### src/rtl/dcdr_scan_ctrl.sv
// Channel-scan sequencer for the 3-to-8 / 2-to-4 decoder stage: walks the set bits of a
// latched channel mask, holding each channel for a programmable dwell, single-pass or looping.
module dcdr_scan_ctrl #(
    parameter int DWELL_W = 4
) (
    input  logic               clk,
    input  logic               rst,
    input  logic               start,
    input  logic               stop,
    input  logic [7:0]         mask,
    input  logic [DWELL_W-1:0] dwell,
    input  logic               loop_mode,
    output logic               x,
    output logic               y,
    output logic               z,
    output logic               en,
    output logic               busy,
    output logic               done
);

    typedef enum logic {IDLE = 1'b0, ACTIVE = 1'b1} state_t;

    state_t             state;
    logic [2:0]         ch;
    logic [DWELL_W-1:0] cnt;
    logic [DWELL_W-1:0] reload;
    logic [7:0]         mask_q;
    logic               loop_q;

    // Lowest set bit of m; only meaningful when m is non-zero.
    function automatic logic [2:0] lowest_bit(input logic [7:0] m);
        logic [2:0] idx;
        idx = 3'd0;
        for (int i = 7; i >= 0; i--) begin
            if (m[i]) idx = i[2:0];
        end
        return idx;
    endfunction

    // {found, index} of the lowest set bit strictly above channel c.
    function automatic logic [3:0] next_bit(input logic [7:0] m, input logic [2:0] c);
        logic [3:0] res;
        res = 4'd0;
        for (int i = 7; i >= 0; i--) begin
            if (m[i] && (i > int'(c))) res = {1'b1, i[2:0]};
        end
        return res;
    endfunction

    logic [3:0] nxt;
    assign nxt = next_bit(mask_q, ch);

    assign {z, x, y} = ch;

    always_ff @(posedge clk) begin
        if (rst) begin
            state  <= IDLE;
            ch     <= 3'd0;
            cnt    <= '0;
            reload <= '0;
            mask_q <= 8'd0;
            loop_q <= 1'b0;
            en     <= 1'b0;
            busy   <= 1'b0;
            done   <= 1'b0;
        end else begin
            done <= 1'b0;
            case (state)
                IDLE: begin
                    if (start && !stop) begin
                        if (mask != 8'd0) begin
                            // Counter holds remaining cycles minus one, so a dwell of 0 acts as 1.
                            mask_q <= mask;
                            loop_q <= loop_mode;
                            reload <= (dwell == '0) ? '0 : dwell - 1'b1;
                            cnt    <= (dwell == '0) ? '0 : dwell - 1'b1;
                            ch     <= lowest_bit(mask);
                            en     <= 1'b1;
                            busy   <= 1'b1;
                            state  <= ACTIVE;
                        end else begin
                            done <= 1'b1;
                        end
                    end
                end
                ACTIVE: begin
                    if (stop) begin
                        en    <= 1'b0;
                        busy  <= 1'b0;
                        state <= IDLE;
                    end else if (cnt == '0) begin
                        if (nxt[3]) begin
                            ch  <= nxt[2:0];
                            cnt <= reload;
                        end else if (loop_q) begin
                            ch  <= lowest_bit(mask_q);
                            cnt <= reload;
                        end else begin
                            en    <= 1'b0;
                            busy  <= 1'b0;
                            done  <= 1'b1;
                            state <= IDLE;
                        end
                    end else begin
                        cnt <= cnt - 1'b1;
                    end
                end
                default: state <= IDLE;
            endcase
        end
    end

endmodule

### config.mk
export PLATFORM = sky130hd
export DESIGN_NAME = dcdr_scan_ctrl
export DESIGN_NICKNAME = d
export VERILOG_FILES = /design/src/rtl/dcdr_scan_ctrl.sv
export SDC_FILE = /design/constraint.sdc
export NUM_CORES = 1
export LEC_CHECK = 0
export CORE_UTILIZATION = 35
export CTS_CLUSTER_DIAMETER = 50
export DETAILED_ROUTE_END_ITERATION = 8
export SETUP_SLACK_MARGIN = 0.1
export SLEW_MARGIN = 20
export SYNTH_ARGS = -nofsm -noshare
export SYNTH_HDL_FRONTEND = slang
export SYNTH_SLANG_ARGS = --single-unit
### constraint.sdc
create_clock -name clk -period 2 [get_ports clk]
set_clock_uncertainty 0.1 [all_clocks]
set_input_delay 0.4 -clock clk [delete_from_list [all_inputs] [get_ports clk]]
set_output_delay 0.4 -clock clk [all_outputs]
set_load 0.1 [all_outputs]
==> metrics.md <==
| Metric | Value |
|---|---|
| Yosys warnings | 0 |
| Max cap viols | 0 |
| Die Wd | 66.3 um |
| Cts bufs inserted | 3 |
| Worst setup path class | flip-flop to flip-flop |
| First-pass iteration count of the detailed router | 6 |
| Largest net degree at the start of global routing | 14 |
| Setup TNS Final | 0 ns |
| Slowest CP cell | or3b_4 |
| Most numerous cell in the Yosys netlist | nand2_1 |
| PnR worst setup slack | 0.0989 ns |
| Most used DFF post-synth | dfxtp_1 |
| Post-DR vias/cell | 5.55 |
| Syn Std Cell Area | 1450 um^2 |
| # IOs | 23 |
| First-pass GRT wire length | 7130 um |
| DR vias | 1,676 |
| TritonCTS Sinks | 23 |
| HP Class | flip-flop to flip-flop |
| R2R Setup Slk | 0.1 ns |
| H-tree depth | 1 |
| Critical Path End Type | flip-flop |
| WP data arrival | 1.96 ns |
| Clock transition at path regs | 0.09 ns |
| Clock tree from TritonCTS | built |
| Starting Density | 36.4% |
| #FFs+latches synth | 23 |
| GR Util met1 | 26.5% |
| Sequential fraction of the synthesis area | 31.8% |
| Dpl ws | -0.424 ns |
| Area delta synth->final | 59.3% |
| Crit Reg-Reg Startpoint | cnt[0] |
| Hold Fails Final Rpt | 0 |
| Top cells by count, synth | nand2_1, a21oi_1, dfxtp_1 |
| Max incr delay on CP | 0.40 ns |
| CP Launch Point | cnt[0] |
| Met2 usage | 34.1% |
| Fraction of layout cells with a size suffix above 1 | 38.1% |
| Core region area | 3970 um^2 |
| Crit path cell chain | inv_2, ha_4, or3b_4, buf_4, o41ai_4, a21oi_2, o221a_2 |
| Post-Route Utilization | 58.0% |
| Critical path fanouts, max | 4 |
| Post-Route WL | 4320 um |
| Initial antenna violation count | 0 |
| Failing checks | design-rule violations |
| Pins over their slew limit | 0 |
| EDFF count, synth | 0 |
| Top cell type's share of synthesized area | 31.8% |
| Final setup viols | 0 |
| Die area | 4390 um^2 |
| Max IR drop VDD | 0.296 mV |
| Final ANT Viol Nets | 0 |
| Leak | 0.892 nW |
| I/O Buffers | 22 |
| DR WL/cell | 14.3 um |
| DRC Markers | 2 |
| Routability cong. | 0.854 |
| Fin nets | 271 |
| Worst Hold Launch | reload[3] |
| DRT iter0 DRCs | 67 |
| Worst-margin pin slew | 0.632 ns |
| Worst-Skew Late Latency | 0.26 ns |
| Mapped Nets | 207 |
| Die height | 66.3 um |
| Fmax | 526 MHz |
| Synth Instances | 189 |
| Root Driver | clkbuf_8 |
| Row cnt | 23 |
| Critical Path RT | 2.06 ns |
| Leading area contributor after synthesis | dfxtp_1 |
| Synth unique cells | 48 |
| CP startpoint kind | flip-flop |
| Inserted Diodes | 0 |
| Remaining global-route overflow | 0 |
| Average cell area after synthesis | 7.65 um^2 |
| Final worst path period need | 1.90 ns |
| RSZ-0062 raised after global routing | true |
| All-Layer GR Usage | 21.2% |
| Met3 Usage GRT | 5.00% |
| Status | finished with violations |
| Max-slew headroom | 57.9% |
| Period Utilization, post-route | 95.1% |
| Pwr dens | 573 nW/um^2 |
| CTS max path bufs | 2 |
| Most area-consuming cells after synthesis | dfxtp_1, a21oi_1, nand2_1, nor2_1, nor3_1 |
| GRT busiest layer | met2 |
| Vias in the first global route | 1,645 |
| HPWL after detailed placement | 3320 um |
| FFs w/ async S/R, synth | 0% |
## metrics by stage
stage	instances	cell area, um^2	power [mW]	hold WS, ns
2_1_floorplan	189	1530	0.799	0.337
3_3_place_gp	292	2110	0.981	0.357
3_5_place_dp	292	2110	0.993	0.360
4_1_cts	300	2260	1.30	0.373
5_1_grt	302	2300	1.40	0.400
6_report	302	2300	1.32	0.379
## critical path: cells and delay by family, from the launching register on
family / cells / cell delay [ns]
fa+ha+maj: 1 / 0.12
flops: 1 / 0.33
simple gates: 1 / 0.40
buf+inv: 2 / 0.23
compound gates: 3 / 0.62
## per-layer routing
metal | share of wire, % | up-vias
met4 | 1.7 | 0
met5 | 0 | -
met3 | 4.7 | 8
li1 | - | 827
met1 | 45 | 796
met2 | 49 | 45
## placed cells by master, fill, tap and decap left out, types with 3 or more instances in the layout
cell type         n
clkbuf_8          3
o21ai_0           6
dlygate4sd2_1     3
nor3_1           10
a21oi_1          19
a211oi_1          3
buf_12            5
nor2_1           13
nand2b_1          4
dfxtp_1          18
o31ai_1           3
clkdlybuf4s50_1   8
buf_4            46
nor2b_1           3
dfxtp_4           3
nand2_1          22
inv_1             9
o31a_1            4
clkdlybuf4s15_1   4
## path summary, 6_finish.rpt
path / to / depth (start not counted)
worst max-delay path: cnt[3] / 7
worst min-delay path: reload[3] / 2
worst max register to register: cnt[3] / 7
worst min register to register: reload[3] / 2
## state kept, by name (all words and copies together), names as in the netlist
name and count:
cnt 4, mask_q 8, busy 1, ch 3
state 1, loop_q 1, reload 4, done 1
## cell type report
type                       instances  area [um^2]
fill                             342         1670
multi-input combinational        145         1060
timing repair buffer              69          619
sequential                        23          474
tap                               50         62.6
clock buffer                       3         41.3
inverter                          11         41.3
clock inverter                     1         5.00
## what timing repair did
item,CTS,global route
endpoints found under the setup margin,22,9
pin swaps,12,6
setup buffers,4,2
hold buffers,0,0
gates resized for setup,30,5
## cell families (layout without fill, tap and decap cells)
| logic type | Yosys count | count (layout) | synth area share [%] |
|---|---|---|---|
| AOI/OAI and AO/OA | 68 | 68 | 33.2 |
| adders and majority gates | 1 | 1 | 0.865 |
| buffers and inverters | 21 | 84 | 6.06 |
| DFF | 23 | 23 | 31.8 |
| and+or+nand+nor | 76 | 76 | 28.0 |
## power breakdown
part           total [mW]  switching (mW)  internal [mW]
clock               0.287           0.148          0.139
combinational       0.513           0.269          0.244
sequential          0.521          0.0345          0.486
Power figures use the tool's default switching activity.
